===== config.mk =====
export PLATFORM = sky130hd
export DESIGN_NAME = cpm_topk_serializer_flat
export DESIGN_NICKNAME = d
export VERILOG_FILES = /design/src/rtl/cpm_topk_serializer_if.sv /design/src/rtl/cpm_topk_serializer.sv /design/src/flat_wrapper.sv
export SDC_FILE = /design/constraint.sdc
export NUM_CORES = 1
export LEC_CHECK = 0
export CORE_MARGIN = 3
export CORE_UTILIZATION = 39
export DETAILED_ROUTE_END_ITERATION = 10
export SYNTH_ARGS = -nofsm -noshare
export SYNTH_HDL_FRONTEND = slang
export SYNTH_SLANG_ARGS = --single-unit

===== constraint.sdc =====
create_clock -name clk -period 4.1 [get_ports clk]
set_input_delay 0.82 -clock clk [delete_from_list [all_inputs] [get_ports clk]]
set_output_delay 0.82 -clock clk [all_outputs]
set_load 0.005 [all_outputs]

===== src/rtl/cpm_topk_serializer_if.sv =====
// Handshake and payload bundle between the top-K sorter, the serializer and
// the downstream writeback stage. master = environment, slave = serializer.
interface cpm_topk_serializer_if #(
  parameter int unsigned DATA_DW = 8,
  parameter int unsigned INFO_DW = 8,
  parameter int unsigned SORT_DW = 32,
  parameter int unsigned SORT_AW = $clog2(SORT_DW)
);

  logic                              clear;
  logic [SORT_AW:0]                  CFG_NUM;
  logic                              TOPK_DAT_VLD;
  logic [SORT_DW-1:0][DATA_DW-1:0]   TOPK_DAT_DAT;
  logic [SORT_DW-1:0][INFO_DW-1:0]   TOPK_DAT_INF;
  logic                              TOPK_DAT_RDY;
  logic                              OUT_DAT_VLD;
  logic                              OUT_DAT_RDY;
  logic                              OUT_DAT_LST;
  logic [DATA_DW-1:0]                OUT_DAT_DAT;
  logic [INFO_DW-1:0]                OUT_DAT_INF;
  logic [SORT_AW-1:0]                OUT_DAT_IDX;
  logic                              BUSY;

  modport master (
    output clear, CFG_NUM, TOPK_DAT_VLD, TOPK_DAT_DAT, TOPK_DAT_INF, OUT_DAT_RDY,
    input  TOPK_DAT_RDY, OUT_DAT_VLD, OUT_DAT_LST, OUT_DAT_DAT, OUT_DAT_INF,
           OUT_DAT_IDX, BUSY
  );

  modport slave (
    input  clear, CFG_NUM, TOPK_DAT_VLD, TOPK_DAT_DAT, TOPK_DAT_INF, OUT_DAT_RDY,
    output TOPK_DAT_RDY, OUT_DAT_VLD, OUT_DAT_LST, OUT_DAT_DAT, OUT_DAT_INF,
           OUT_DAT_IDX, BUSY
  );

endinterface


===== src/rtl/cpm_topk_serializer.sv =====
// Snapshots the sorter's top-K arrays and replays them as a ranked serial
// stream (rank 0 = largest) with valid/ready/last handshake.
module cpm_topk_serializer #(
  parameter int unsigned DATA_DW = 8,
  parameter int unsigned INFO_DW = 8,
  parameter int unsigned SORT_DW = 32,
  parameter int unsigned SORT_AW = $clog2(SORT_DW)
) (
  input  logic                     clk,
  input  logic                     rst_n,
  cpm_topk_serializer_if.slave     bus
);

  localparam int unsigned CNT_W = SORT_AW + 1;
  localparam logic [CNT_W-1:0] MAX_N = CNT_W'(SORT_DW);
  localparam logic [CNT_W-1:0] ONE_N = CNT_W'(1);

  typedef enum logic [1:0] {
    ST_IDLE = 2'd0,
    ST_SEND = 2'd1,
    ST_DONE = 2'd2
  } state_e;

  state_e                          state_q, state_d;
  logic [SORT_AW-1:0]              idx_q, idx_d;
  logic [SORT_AW-1:0]              last_q, last_d;
  logic [SORT_DW-1:0][DATA_DW-1:0] buf_dat_q, buf_dat_d;
  logic [SORT_DW-1:0][INFO_DW-1:0] buf_inf_q, buf_inf_d;
  logic                            vld_q, vld_d;
  logic                            lst_q, lst_d;
  logic [DATA_DW-1:0]              dat_q, dat_d;
  logic [INFO_DW-1:0]              inf_q, inf_d;
  logic                            busy_q, busy_d;
  logic [CNT_W-1:0]                n_eff;
  logic [SORT_AW-1:0]              idx_inc;

  // State, snapshot buffers and registered outputs.
  always_ff @(posedge clk or negedge rst_n) begin
    if (!rst_n) begin
      state_q   <= ST_IDLE;
      idx_q     <= '0;
      last_q    <= '0;
      buf_dat_q <= '0;
      buf_inf_q <= '0;
      vld_q     <= 1'b0;
      lst_q     <= 1'b0;
      dat_q     <= '0;
      inf_q     <= '0;
      busy_q    <= 1'b0;
    end else begin
      state_q   <= state_d;
      idx_q     <= idx_d;
      last_q    <= last_d;
      buf_dat_q <= buf_dat_d;
      buf_inf_q <= buf_inf_d;
      vld_q     <= vld_d;
      lst_q     <= lst_d;
      dat_q     <= dat_d;
      inf_q     <= inf_d;
      busy_q    <= busy_d;
    end
  end

  // Next-state and next-output logic; clear overrides every state.
  always_comb begin
    state_d   = state_q;
    idx_d     = idx_q;
    last_d    = last_q;
    buf_dat_d = buf_dat_q;
    buf_inf_d = buf_inf_q;
    vld_d     = vld_q;
    lst_d     = lst_q;
    dat_d     = dat_q;
    inf_d     = inf_q;
    busy_d    = busy_q;
    idx_inc   = idx_q + SORT_AW'(1);
    // 0 or anything beyond the array size means "emit the whole array".
    n_eff     = ((bus.CFG_NUM == '0) || (bus.CFG_NUM > MAX_N)) ? MAX_N : bus.CFG_NUM;

    if (bus.clear) begin
      state_d = ST_IDLE;
      idx_d   = '0;
      vld_d   = 1'b0;
      lst_d   = 1'b0;
      dat_d   = '0;
      inf_d   = '0;
    end else begin
      unique case (state_q)
        ST_IDLE: begin
          if (bus.TOPK_DAT_VLD) begin
            state_d   = ST_SEND;
            buf_dat_d = bus.TOPK_DAT_DAT;
            buf_inf_d = bus.TOPK_DAT_INF;
            last_d    = SORT_AW'(n_eff - ONE_N);
            idx_d     = '0;
            vld_d     = 1'b1;
            lst_d     = (n_eff == ONE_N);
            // Buffer is not loaded yet on this edge, so entry 0 comes straight from the input.
            dat_d     = bus.TOPK_DAT_DAT[0];
            inf_d     = bus.TOPK_DAT_INF[0];
          end
        end
        ST_SEND: begin
          if (vld_q && bus.OUT_DAT_RDY) begin
            if (lst_q) begin
              state_d = ST_DONE;
              vld_d   = 1'b0;
              lst_d   = 1'b0;
            end else begin
              idx_d = idx_inc;
              dat_d = buf_dat_q[idx_inc];
              inf_d = buf_inf_q[idx_inc];
              lst_d = (idx_inc == last_q);
            end
          end
        end
        ST_DONE: begin
          // Hold off until the sorter drops its level-held valid.
          if (!bus.TOPK_DAT_VLD) begin
            state_d = ST_IDLE;
          end
        end
        default: begin
          state_d = ST_IDLE;
        end
      endcase
    end

    busy_d = (state_d != ST_IDLE);
  end

  // Upstream ready is a direct decode of the IDLE state.
  assign bus.TOPK_DAT_RDY = (state_q == ST_IDLE);
  assign bus.OUT_DAT_VLD  = vld_q;
  assign bus.OUT_DAT_LST  = lst_q;
  assign bus.OUT_DAT_DAT  = dat_q;
  assign bus.OUT_DAT_INF  = inf_q;
  assign bus.OUT_DAT_IDX  = idx_q;
  assign bus.BUSY         = busy_q;

endmodule


===== src/flat_wrapper.sv =====
// flat-port wrapper written by rule: the top's interface ports become plain ports
module cpm_topk_serializer_flat 
#(
  parameter int unsigned DATA_DW = 8,
  parameter int unsigned INFO_DW = 8,
  parameter int unsigned SORT_DW = 32,
  parameter int unsigned SORT_AW = $clog2(SORT_DW)
)
  (clk, rst_n, bus_clear, bus_CFG_NUM, bus_TOPK_DAT_VLD, bus_TOPK_DAT_DAT, bus_TOPK_DAT_INF, bus_OUT_DAT_RDY, bus_TOPK_DAT_RDY, bus_OUT_DAT_VLD, bus_OUT_DAT_LST, bus_OUT_DAT_DAT, bus_OUT_DAT_INF, bus_OUT_DAT_IDX, bus_BUSY);
  cpm_topk_serializer_if #(.DATA_DW(DATA_DW), .INFO_DW(INFO_DW), .SORT_DW(SORT_DW), .SORT_AW(SORT_AW)) bus_i ();
  input  logic clk;
  input  logic rst_n;
  input wire logic [$bits(bus_i.clear)-1:0] bus_clear;
  input wire logic [$bits(bus_i.CFG_NUM)-1:0] bus_CFG_NUM;
  input wire logic [$bits(bus_i.TOPK_DAT_VLD)-1:0] bus_TOPK_DAT_VLD;
  input wire logic [$bits(bus_i.TOPK_DAT_DAT)-1:0] bus_TOPK_DAT_DAT;
  input wire logic [$bits(bus_i.TOPK_DAT_INF)-1:0] bus_TOPK_DAT_INF;
  input wire logic [$bits(bus_i.OUT_DAT_RDY)-1:0] bus_OUT_DAT_RDY;
  output wire logic [$bits(bus_i.TOPK_DAT_RDY)-1:0] bus_TOPK_DAT_RDY;
  output wire logic [$bits(bus_i.OUT_DAT_VLD)-1:0] bus_OUT_DAT_VLD;
  output wire logic [$bits(bus_i.OUT_DAT_LST)-1:0] bus_OUT_DAT_LST;
  output wire logic [$bits(bus_i.OUT_DAT_DAT)-1:0] bus_OUT_DAT_DAT;
  output wire logic [$bits(bus_i.OUT_DAT_INF)-1:0] bus_OUT_DAT_INF;
  output wire logic [$bits(bus_i.OUT_DAT_IDX)-1:0] bus_OUT_DAT_IDX;
  output wire logic [$bits(bus_i.BUSY)-1:0] bus_BUSY;
  assign bus_i.clear = bus_clear;
  assign bus_i.CFG_NUM = bus_CFG_NUM;
  assign bus_i.TOPK_DAT_VLD = bus_TOPK_DAT_VLD;
  assign bus_i.TOPK_DAT_DAT = bus_TOPK_DAT_DAT;
  assign bus_i.TOPK_DAT_INF = bus_TOPK_DAT_INF;
  assign bus_i.OUT_DAT_RDY = bus_OUT_DAT_RDY;
  assign bus_TOPK_DAT_RDY = bus_i.TOPK_DAT_RDY;
  assign bus_OUT_DAT_VLD = bus_i.OUT_DAT_VLD;
  assign bus_OUT_DAT_LST = bus_i.OUT_DAT_LST;
  assign bus_OUT_DAT_DAT = bus_i.OUT_DAT_DAT;
  assign bus_OUT_DAT_INF = bus_i.OUT_DAT_INF;
  assign bus_OUT_DAT_IDX = bus_i.OUT_DAT_IDX;
  assign bus_BUSY = bus_i.BUSY;
  cpm_topk_serializer #(.DATA_DW(DATA_DW), .INFO_DW(INFO_DW), .SORT_DW(SORT_DW), .SORT_AW(SORT_AW)) u_core (.clk(clk), .rst_n(rst_n), .bus(bus_i));
endmodule

==> flow_metrics.py <==
metrics = {
    "run_status": {
        "status": "finished, final reports clean",
    },
    "worst_setup_path": {
        "timing.rr.end": "u_core.bus.OUT_DAT_DAT[3]",
        "endpoint": "u_core.bus.OUT_DAT_DAT[3]",
        "worstPathCellList": "nand3_1 > xnor2_4 > buf_4 > mux4_2 > a221oi_1 > a21oi_1",
        "crit_required_ns": 4.58,
        "critPathLaunchType": "flop",
        "cp-end-kind": "flop",
        "r2r.worst_path.cells": 6,
        "critical_path_class": "reg -> reg",
        "r2r_slack_ns": 1.10,
        "critPathMaxStageDelay_ns": 0.64,
        "path_max_fanout": 7,
        "crit_path_start": "u_core.bus.OUT_DAT_IDX[2]",
        "critPathArrivalTime_ns": 3.47,
        "r2r-start": "u_core.bus.OUT_DAT_IDX[2]",
        "cp_slowest_cell": "mux4_2",
    },
    "die": {
        "initial_core_util_pct": 39.6,
        "pin_count": 548,
        "die_x_um": 257,
        "rows": 91,
        "die_h_um": 257,
        "dieArea_um2": 65900,
        "core_area_um2": 61900,
    },
    "logic_synthesis": {
        "synth-main-ff-cell": "dfrtp_1",
        "yosys.cell_types.count": 39,
        "netlist_instances": 1551,
        "synth_seq_cells": 543,
        "synth-edff-count": 0,
        "yosys_warnings": 0,
        "ys_async_sr_fraction_pct": 100,
        "synth_nets": 2077,
        "syn_avg_cell_area_um2": 15.8,
        "netlist_area_um2": 24500,
        "synth_seq_area_share_pct": 55.4,
    },
    "flow_run": {
        "max_cap_viol_count": 0,
    },
    "cts": {
        "postCtsSetupBuffers": 0,
        "htree_num_levels": 2,
        "cts_sinks": 543,
        "postCtsResizedCells": 0,
        "clk_latency_ns": 0.60,
        "numCtsBuffers": 59,
        "clk_pin_slew_ns": 0.06,
        "ctsHoldBuffers": 0,
        "clockRootBuffer": "clkbuf_16",
        "cts_tree": "yes",
        "cts_buffer_depth": 3,
    },
    "final_layout": {
        "fill_cells": 5197,
        "area_growth_pct": 35.2,
        "mostFrequentLayoutCells": "546 x clkdlybuf4s50_1, 542 x dfrtp_1, 523 x mux2_2",
        "drive_above_1_share_pct": 37.2,
        "fin_nets": 2614,
        "layout_commonest_cell": "clkdlybuf4s50_1",
        "finalNonFillerCells": 2992,
    },
    "grt": {
        "grt_start_max_net_pins": 112,
        "grt.overflow.total": 0,
        "antenna_found_initial": 34,
        "grtUsageTotal_pct": 22.9,
        "grt_pass1_wl_um": 113000,
        "grt_pass1_vias": 17300,
    },
    "worst_hold_path": {
        "hp-class": "in -> async",
    },
    "sta": {
        "hold_violations": 0,
        "slew_headroom_pct": 29.7,
        "fin_crit_ns": 3.00,
        "fmax_mhz": 334,
        "fin_ws_ns": 1.10,
        "finalCritPeriodShare_pct": 73.1,
        "tightest_slew_ns": 1.05,
        "slew_viol_final": 0,
        "setup_viol": 0,
        "rsz0062_at_grt": "false",
        "clock_skew_ns": 0.0145,
        "tns_ns": 0,
    },
    "placed_design": {
        "hpwl_um": 55800,
        "gp_congestion": 0.820,
        "port_buffers": 547,
        "dp_slack_ns": 0.925,
        "dp.cells": 2864,
    },
    "drt": {
        "drc_errors": 0,
        "firstDrtPassIters": 4,
        "drt-total-wl_um": 75900,
        "wl_per_cell_um": 25.4,
        "vias_per_cell": 5.24,
        "vias": 15700,
        "first_iter_violations": 867,
        "detail-route-antenna-nets": 0,
    },
    "power_and_ir_drop": {
        "p_per_area_nw_per_um2": 492,
        "leakage_nw": 13.0,
        "ir_drop_uv": 368,
    },
}
-- power breakdown --
group,internal (mW),total [mW],switching (mW)
Sequential,6.57,7.19,0.619
Combinational,2.26,3.56,1.31
Clock,3.36,5.57,2.21
-- critical path: cells and delay by family, from the launching register on --
family | cells | cell delay (ns)
and+or+nand+nor | 1 | 0.38
buffers and inverters | 1 | 0.32
xor gates and xnor gates | 1 | 0.55
DFF | 1 | 0.59
AOI/OAI and AO/OA | 2 | 0.41
muxes | 1 | 0.64
-- cells in the mapped netlist, types with 3 or more instances --
| cell type | n | share of area [%] |
|---|---|---|
| dfrtp_1 | 543 | 55 |
| o21ai_0 | 7 | 0.14 |
| nand2_1 | 55 | 0.84 |
| buf_4 | 4 | 0.12 |
| nor2b_1 | 5 | 0.13 |
| nor2_1 | 26 | 0.40 |
| a31oi_1 | 10 | 0.26 |
| clkbuf_1 | 34 | 0.52 |
| mux2_2 | 523 | 24 |
| xnor2_1 | 7 | 0.25 |
| ha_1 | 3 | 0.15 |
| a221oi_1 | 7 | 0.25 |
| nand2b_1 | 3 | 0.077 |
| nand3_1 | 37 | 0.76 |
| xor2_1 | 4 | 0.14 |
| mux2i_1 | 18 | 0.73 |
| o22a_1 | 9 | 0.32 |
| mux4_1 | 11 | 1.2 |
| mux4_2 | 124 | 11 |
| o211ai_1 | 9 | 0.28 |
| buf_6 | 5 | 0.23 |
| buf_2 | 63 | 1.3 |
| a21oi_1 | 24 | 0.49 |
-- worst min path at each step --
stage	from	to	depth (start not counted)	slack [ns]
3_5_place_dp	u_core.buf_inf_q[167]	u_core.buf_inf_q[167]	1	0.49
5_1_grt	rst_n	u_core.buf_inf_q[252]	1	0.21
2_1_floorplan	u_core.buf_dat_q[131]	u_core.buf_dat_q[131]	1	0.47
3_3_place_gp	u_core.buf_dat_q[187]	u_core.buf_dat_q[187]	1	0.48
4_1_cts	rst_n	u_core.buf_inf_q[244]	1	0.19
6_report	rst_n	u_core.buf_inf_q[252]	1	0.19
-- routing by layer --
layer  vias up  part of all wire [%]  wire, um  global-route usage [%]
met5         -                  0.32       242                       0
met4        38                   2.4      1840                    6.38
met3       136                   6.2      4680                    6.10
met2       393                    49     37000                    37.5
met1      8179                    42     32100                    30.3
li1       6920                     -         -                       -
-- sequential cells by signal, summed over array words and instances, names as in the netlist, 2 cells and up --
| name | count |
|---|---|
| u_core.buf_dat_q | 256 |
| u_core.buf_inf_q | 256 |
| u_core.bus.OUT_DAT_DAT | 8 |
| u_core.bus.OUT_DAT_INF | 8 |
| u_core.bus.OUT_DAT_IDX | 5 |
| u_core.last_q | 5 |
| u_core.state_q | 2 |
-- cells by family (layout without fill, tap and decap cells) --
| family | Yosys count | in the layout | share of synthesized area [%] |
|---|---|---|---|
| mux | 676 | 676 | 37.3 |
| flops | 543 | 543 | 55.4 |
| simple gates | 138 | 138 | 2.53 |
| buf+inv | 109 | 696 | 2.25 |
| compound gates | 70 | 70 | 1.87 |
| xor+xnor | 12 | 12 | 0.459 |
| fa+ha+maj | 3 | 3 | 0.153 |
| other cells | 0 | 17 | 0 |
-- area by class of cell --
cell class / instances / area, um^2 / area share [%]
Multi-Input combinational cell: 899 / 10500 / 31.5
Tap cell: 837 / 1050 / 3.16
Clock buffer: 93 / 1870 / 5.63
Timing Repair Buffer: 583 / 5940 / 17.9
Clock inverter: 18 / 198 / 0.596
Inverter: 2 / 7.51 / 0.0226
Sequential cell: 543 / 13600 / 41.0
Antenna cell: 17 / 42.5 / 0.128
-- stage by stage --
step                      hold WS (ns)  util (%)  power [mW]  area [um^2]
after floorplan                  0.472         -        9.34        24500
after global placement           0.482      50.1        10.8        31000
after detailed placement         0.489      50.1        10.9        31000
after CTS                        0.194      53.5        16.5        33100
after global routing             0.205      53.5        17.1        33100
final                            0.194      53.5        16.3        33200
Note: power is estimated with default switching activity, not from simulation.
